## config.mk

```make
export PLATFORM = sky130hd
export DESIGN_NAME = mux4_rr_arbiter
export DESIGN_NICKNAME = d
export VERILOG_FILES = /design/src/rtl/mux4_rr_arbiter_pkg.sv /design/src/rtl/mux4_rr_arbiter_rr_pick4.sv /design/src/rtl/mux4_rr_arbiter.sv
export SDC_FILE = /design/constraint.sdc
export NUM_CORES = 1
export LEC_CHECK = 0
export BUFFER_PORTS_ARGS = -buffer_cell sky130_fd_sc_hd__buf_4
export CAP_MARGIN = 5
export CORE_MARGIN = 1
export CORE_UTILIZATION = 30
export CTS_BUF_LIST = sky130_fd_sc_hd__clkbuf_4 sky130_fd_sc_hd__clkbuf_8 sky130_fd_sc_hd__clkbuf_16
export DETAILED_ROUTE_END_ITERATION = 16
export GPL_TIMING_DRIVEN = 0
export PLACE_DENSITY_LB_ADDON = 0.25
export SLEW_MARGIN = 25
export SYNTH_ARGS = -nofsm -noshare
export SYNTH_HDL_FRONTEND = slang
export SYNTH_HIERARCHICAL = 1
export SYNTH_SLANG_ARGS = --single-unit
```

## constraint.sdc

```tcl
create_clock -name clk -period 1.85 [get_ports clk]
set_input_delay 0.4625 -clock clk [delete_from_list [all_inputs] [get_ports clk]]
set_output_delay 0.4625 -clock clk [all_outputs]
set_load 0.05 [all_outputs]
```

## src/rtl/mux4_rr_arbiter_pkg.sv

```systemverilog
// mux4_rr_arbiter_pkg: shared constants and state encoding for the round-robin mux arbiter
package mux4_rr_arbiter_pkg;
  localparam int SEL_W = 2;
  localparam int NREQ = 4;
  localparam int DEF_MAX_HOLD = 8;
  typedef enum logic {ST_IDLE = 1'b0, ST_GRANT = 1'b1} state_t;
endpackage

```

## src/rtl/mux4_rr_arbiter_rr_pick4.sv

```systemverilog
// rr_pick4: combinational round-robin picker, first request after ptr wins
module rr_pick4
  import mux4_rr_arbiter_pkg::*;
(
  input  logic [NREQ-1:0]  req,
  input  logic [SEL_W-1:0] ptr,
  output logic [SEL_W-1:0] idx,
  output logic             any
);
  assign any = |req;
  // scan from farthest offset to nearest so the nearest set bit after ptr overwrites last
  always_comb begin
    idx = ptr;
    for (int k = NREQ; k >= 1; k--) idx = req[ptr + SEL_W'(k)] ? ptr + SEL_W'(k) : idx;
  end
endmodule

```

## src/rtl/mux4_rr_arbiter.sv

```systemverilog
// mux4_rr_arbiter: round-robin owner selection for a shared 4:1 mux with hold timeout
module mux4_rr_arbiter
  import mux4_rr_arbiter_pkg::*;
#(
  parameter int MAX_HOLD = DEF_MAX_HOLD,
  parameter int HOLD_W = 8
) (
  input  logic             clk,
  input  logic             rst,
  input  logic [NREQ-1:0]  req,
  input  logic [NREQ-1:0]  done,
  output logic [NREQ-1:0]  grant,
  output logic [SEL_W-1:0] sel,
  output logic             sel_valid,
  output logic             timeout
);
  state_t state_q, state_d;
  logic [HOLD_W-1:0] hold_q, hold_d;
  logic [SEL_W-1:0] ptr_q, ptr_d, sel_q, sel_d, idx;
  logic [NREQ-1:0] grant_q, grant_d;
  logic sel_valid_q, sel_valid_d, timeout_q, timeout_d, any, rel;
  rr_pick4 u_pick (.req(req), .ptr(ptr_q), .idx(idx), .any(any));
  assign rel = done[sel_q] | ~req[sel_q] | (hold_q == HOLD_W'(MAX_HOLD - 1));
  // next-state: grant from IDLE via picker, release from GRANT on done/req-drop/hold limit
  always_comb begin
    state_d = state_q;
    hold_d = hold_q;
    ptr_d = ptr_q;
    sel_d = sel_q;
    grant_d = grant_q;
    sel_valid_d = sel_valid_q;
    timeout_d = 1'b0;
    if (state_q == ST_IDLE) begin
      state_d = any ? ST_GRANT : ST_IDLE;
      sel_d = any ? idx : sel_q;
      grant_d = any ? NREQ'(1) << idx : '0;
      sel_valid_d = any;
      hold_d = '0;
    end else begin
      state_d = rel ? ST_IDLE : ST_GRANT;
      hold_d = rel ? '0 : hold_q + 1'b1;
      ptr_d = rel ? sel_q : ptr_q;
      grant_d = rel ? '0 : grant_q;
      sel_valid_d = ~rel;
      timeout_d = rel & ~done[sel_q] & req[sel_q];
    end
  end
  // state and registered outputs, asynchronously cleared with ptr parked on 3
  always_ff @(posedge clk or posedge rst) begin
    if (rst) begin
      state_q <= ST_IDLE;
      hold_q <= '0;
      ptr_q <= 2'd3;
      sel_q <= '0;
      grant_q <= '0;
      sel_valid_q <= 1'b0;
      timeout_q <= 1'b0;
    end else begin
      state_q <= state_d;
      hold_q <= hold_d;
      ptr_q <= ptr_d;
      sel_q <= sel_d;
      grant_q <= grant_d;
      sel_valid_q <= sel_valid_d;
      timeout_q <= timeout_d;
    end
  end
  assign grant = grant_q;
  assign sel = sel_q;
  assign sel_valid = sel_valid_q;
  assign timeout = timeout_q;
endmodule

```

Word-level counts from Yosys, hierarchy flattened
Cells that the tools add are included.
{ "totals": {"ff_bits": 19, "word_cells": 52, "input_bits": 10, "out_inout_bits": 8} }
{ "op_classes": {"bitwise_logic": 8, "n_lt_le_gt_ge": 4, "eq_ne": 2, "reduce_logical": 3, "mux": 23, "add_sub_neg": 4, "shifts": 1} }
{ "ops": {"columns": ["op", "count"], "rows": [
  ["$mux W8", 2],
  ["$lt A2 B3 Y1 const B", 4],
  ["$mux W4", 3],
  ["$bmux W1 S2", 5],
  ["$mux W1", 10],
  ["$add A8 B1 Y8 const B", 1],
  ["$eq A8 B3 Y1 const B", 1],
  ["$mux W2", 3],
  ["$add A2 B2 Y2 const B", 2],
  ["$not A1 Y1", 4],
  ["$reduce_and A2 Y1", 2],
  ["$reduce_or A4 Y1", 1],
  ["$shl A1 B2 Y4 const A", 1],
  ["$add A2 B1 Y2 const B", 1],
  ["$and A1 B1 Y1", 2],
  ["$ne A2 B1 Y1 const B", 1],
  ["$or A1 B1 Y1", 2]
]} }

Depth between registers and ports, before layout
{ "logic_depth": {"word_depth": 9, "ltp_mapped": 6, "mapped_depth_nobuf": 5} }

By module
The synthesis kept the hierarchy.
{ "by_module_without_submodules": {"columns": ["mod", "seq_area_each_um2", "area_each_um2", "cells_per_inst", "instances"], "rows": [
  ["mux4_rr_arbiter", 452.9, 793.3, 72, 1],
  ["rr_pick4", 0.0, 82.6, 14, 1]
]} }

Worst setup path before layout
No wires, ideal clock.
{ "synth_timing": {"path_type": "flip-flop to flip-flop", "startpoint": "register hold_q[3]", "endpoint": "register ptr_q[0]", "setup_slack_ps": 13, "n_path_buf": 0, "period_less_slack_ps": 1837, "stages_incl_launch_ff": 5, "arrival_time_ps": 1754, "setup_time_ps": 82, "path_cell_list": "dfrtp_1 or4_1 or3_1 a21bo_1 mux2_4"} }
{ "synth_via": {"elab_chain_len": 3} }
{ "synth_rtl": {"columns": ["element", "line", "rtl"], "rows": [
  ["from (decl)", "mux4_rr_arbiter.sv:18", "logic [HOLD_W-1:0] hold_q, hold_d;"],
  ["from (signal assigned)", "mux4_rr_arbiter.sv:60", "hold_q <= hold_d;"],
  ["$eq A8 B3 Y1", "mux4_rr_arbiter.sv:23", "assign rel = done[sel_q] | ~req[sel_q] | (hold_q == HOLD_W'(MAX_HOLD - 1));"],
  ["$or A1 B1 Y1", "mux4_rr_arbiter.sv:23", null],
  ["$reduce_and A2 Y1 (no line)", null, null],
  ["to (signal assigned)", "mux4_rr_arbiter.sv:61", "ptr_q <= ptr_d;"],
  ["to (decl)", "mux4_rr_arbiter.sv:19", "logic [SEL_W-1:0] ptr_q, ptr_d, sel_q, sel_d, idx;"]
]} }
No other way between the ends.
A chain may end at the register's enable or synchronous reset.

Worst setup path after layout
{ "layout_timing": {"startpoint": "register hold_q[3]", "endpoint": "register ptr_q[1]"} }
The elaborated chain is that of the path after synthesis.

==> flow_metrics.py <==
metrics = {
    "synth": {
        "yosysWarningCount": 6,
        "syn_nets": 97,
        "synth_area_sq_um": 876,
        "ys_seq_elements": 18,
        "postSynthAreaPerCell_sq_um": 10.2,
        "ys_types": 27,
        "synthCells": 86,
        "ys_seq_area_frac": 0.517,
    },
    "global_route": {
        "grt_pass1_vias": 676,
        "grt_max_degree": 19,
        "grt_antenna_before_repair": 0,
        "track_usage": 0.120,
        "grt.overflow.total": 0,
        "grt_pass1_wl_um": 2860,
    },
    "clock_tree": {
        "clk_pin_slew_ns": 0.10,
        "clk_path_buf_depth": 2,
        "cts_tree": "yes",
        "cts_buffers": 3,
        "ctsHtreeMaxLevel": 1,
        "cts-root-buf": "clkbuf_4",
        "clkSinkCount": 18,
        "clock_latency_ns": 0.29,
        "hold_buffers": 0,
    },
    "routing": {
        "ant_nets": 0,
        "met1_length_um": 758,
        "route.detailed.drc": 0,
        "maxUsedRoutingLayer": "met4",
        "wl_met2_um": 805,
        "wl_per_cell_um": 12.0,
        "drt-initial-drc-count": 36,
        "dr.pass1.iters": 4,
        "met3_length_um": 77,
        "drt-total-wl_um": 1680,
        "avgViaCountPerCell": 4.85,
        "vias": 679,
    },
    "outcome": {
        "status": "complete, no violations",
    },
    "sta": {
        "setup_viol": 0,
        "finalHoldViolCount": 0,
        "final.min_clock_period_ns": 1.84,
        "slew_headroom": 0.551,
        "holdWs_ns": 0.262,
        "worstMarginPinSlew_ns": 0.674,
        "timing.final.ws_setup_ns": 0.0125,
        "clock.fmax_mhz": 544,
        "slew_viol_final": 0,
        "rsz0062_at_grt": "true",
        "fin_skew_ns": 0.0111,
        "period_share": 0.993,
    },
    "power_and_ir_drop": {
        "power.leakage_nw": 0.533,
        "peakVddDrop_uv": 751,
        "comb_power_share": 0.480,
        "p_clk_frac": 0.132,
        "intPower_w": 0.000915,
        "p_switching_w": 0.000703,
        "power_frac_seq": 0.388,
        "swShare": 0.435,
        "power_w": 0.00162,
        "p_per_area_nw_per_um2": 1470,
    },
    "die": {
        "dieArea_sq_um": 3140,
        "initial_core_util": 0.318,
        "fp.dieH_um": 56.0,
        "design.core.area_sq_um": 2760,
        "pin_count": 18,
        "row_count": 19,
        "die_w_um": 56.0,
    },
    "finish": {
        "finish.utilization": 0.399,
        "nNetsFinal": 121,
        "areaGrowthSynthToFinish_pct": 25.6,
        "drive_gt1_frac": 0.284,
        "antenna_cells": 0,
        "layout_common_cells": "buf_4 (20), dfrtp_1 (16), inv_1 (10), nor2_1 (10), nand2_1 (6)",
        "final_common_cell": "buf_4",
        "final_cell_area_sq_um": 1100,
    },
    "job": {
        "drv_cap": 0,
    },
    "place": {
        "portBuffers": 17,
        "gp_congestion": 0.728,
        "place_area_sq_um": 1040,
        "hpwl_um": 1260,
        "place_ws_ns": -0.105,
    },
    "hold_path": {
        "hp-class": "in -> async",
    },
    "worst_setup_path": {
        "critPathRequiredTime_ns": 2.07,
        "critPathLaunchType": "flop",
        "cp_max_fo": 3,
        "worstPathArrival_ns": 2.06,
        "crit_path_end_kind": "flop",
        "critPathKind": "reg -> reg",
    },
}
==> final timing paths <==
path	from	endpoint	slack, ns	cells after the start
setup / recovery	hold_q[3]	ptr_q[1]	0.01	4
hold / removal	rst	hold_q[1]	0.26	2
setup reg to reg	hold_q[3]	ptr_q[1]	0.01	4
hold reg to reg	hold_q[0]	hold_q[0]	0.46	1
max in group asynchronous	rst	hold_q[7]	1.15	2
min in group clk	hold_q[0]	hold_q[0]	0.46	1
==> power groups by stage <==
stage / Combinational, W / Clock, W / Sequential (W)
after floorplan: 0.000325 / 0 / 0.000861
after detailed placement: 0.000772 / 0 / 0.000639
after CTS: 0.000784 / 0.000225 / 0.000631
after global placement: 0.000766 / 0 / 0.000629
after global routing: 0.000833 / 0.000241 / 0.000651
final: 0.000777 / 0.000213 / 0.000628
==> cells in the mapped netlist <==
library cell  number  area, sq um
dfrtp_1           16          400
inv_1             10         37.5
nor2_1            10         37.5
nand2_1            6         22.5
nand3_1            5         25.0
nor2b_1            5         31.3
xor2_1             4         35.0
o22ai_1            3         18.8
a21oi_1            2         10.0
and3_1             2         12.5
dfstp_2            2         52.6
mux2_4             2         30.0
nand2b_1           2         12.5
o32ai_1            2         17.5
or4_1              2         15.0
xnor2_1            2         17.5
a21bo_1            1         10.0
a221o_1            1         10.0
a31oi_1            1         6.26
buf_2              1         5.00
ha_1               1         12.5
mux2i_1            1         10.0
mux4_2             1         22.5
nand3b_1           1         7.51
nor3_1             1         5.00
o21ai_0            1         5.00
or3_1              1         6.26
==> stage by stage <==
| step | instances | TNS (ns) |
|---|---|---|
| after global routing | 140 | -0.0973 |
| after detailed placement | 134 | -0.682 |
| after global placement | 134 | -0.573 |
| after CTS | 140 | 0 |
| final | 140 | 0 |
| after floorplan | 86 | 0 |
==> sequential cells by signal, indices dropped and copies added, names as in the netlist <==
signal and flops:
sel_valid 1, timeout 1, ptr_q 2, sel 2
grant 4, hold_q 8
==> layer usage <==
metal  track usage  vias to the layer above
met5             0                        -
met4        0.0627                        0
met3        0.0233                        5
met2         0.197                       18
met1         0.149                      314
li1              -                      342
==> worst max-delay path, cell delays in order, from the launching register on <==
cell     delay (ns)
dfrtp_1        0.39
or4_1          0.52
or3_4          0.36
a21bo_1        0.21
mux2_4         0.30
==> timing repair <==
action	in CTS	in global routing
gates cloned	0	0
resized for setup	3	0
setup endpoints to repair	12	2
pin swaps	1	0
buffers inserted	2	0
==> cell families (layout without fill, tap and decap cells) <==
group,count (synthesis),count (layout),share of synthesized area
fa+ha+maj,1,1,0.0143
flops,18,18,0.517
xor+xnor,6,6,0.0600
simple gates,35,35,0.200
buf+inv,11,34,0.0486
mux,4,4,0.0714
compound gates,11,11,0.0886
==> area by class of cell <==
class	instances	area [sq um]
Timing Repair Buffer	19	143
Tap cell	31	38.8
Clock buffer	4	30.0
Sequential cell	18	453
Fill cell	277	1660
Buffer	1	7.51
Inverter	10	37.5
Multi-Input combinational cell	57	390
Note: power is estimated with default switching activity, not from simulation.
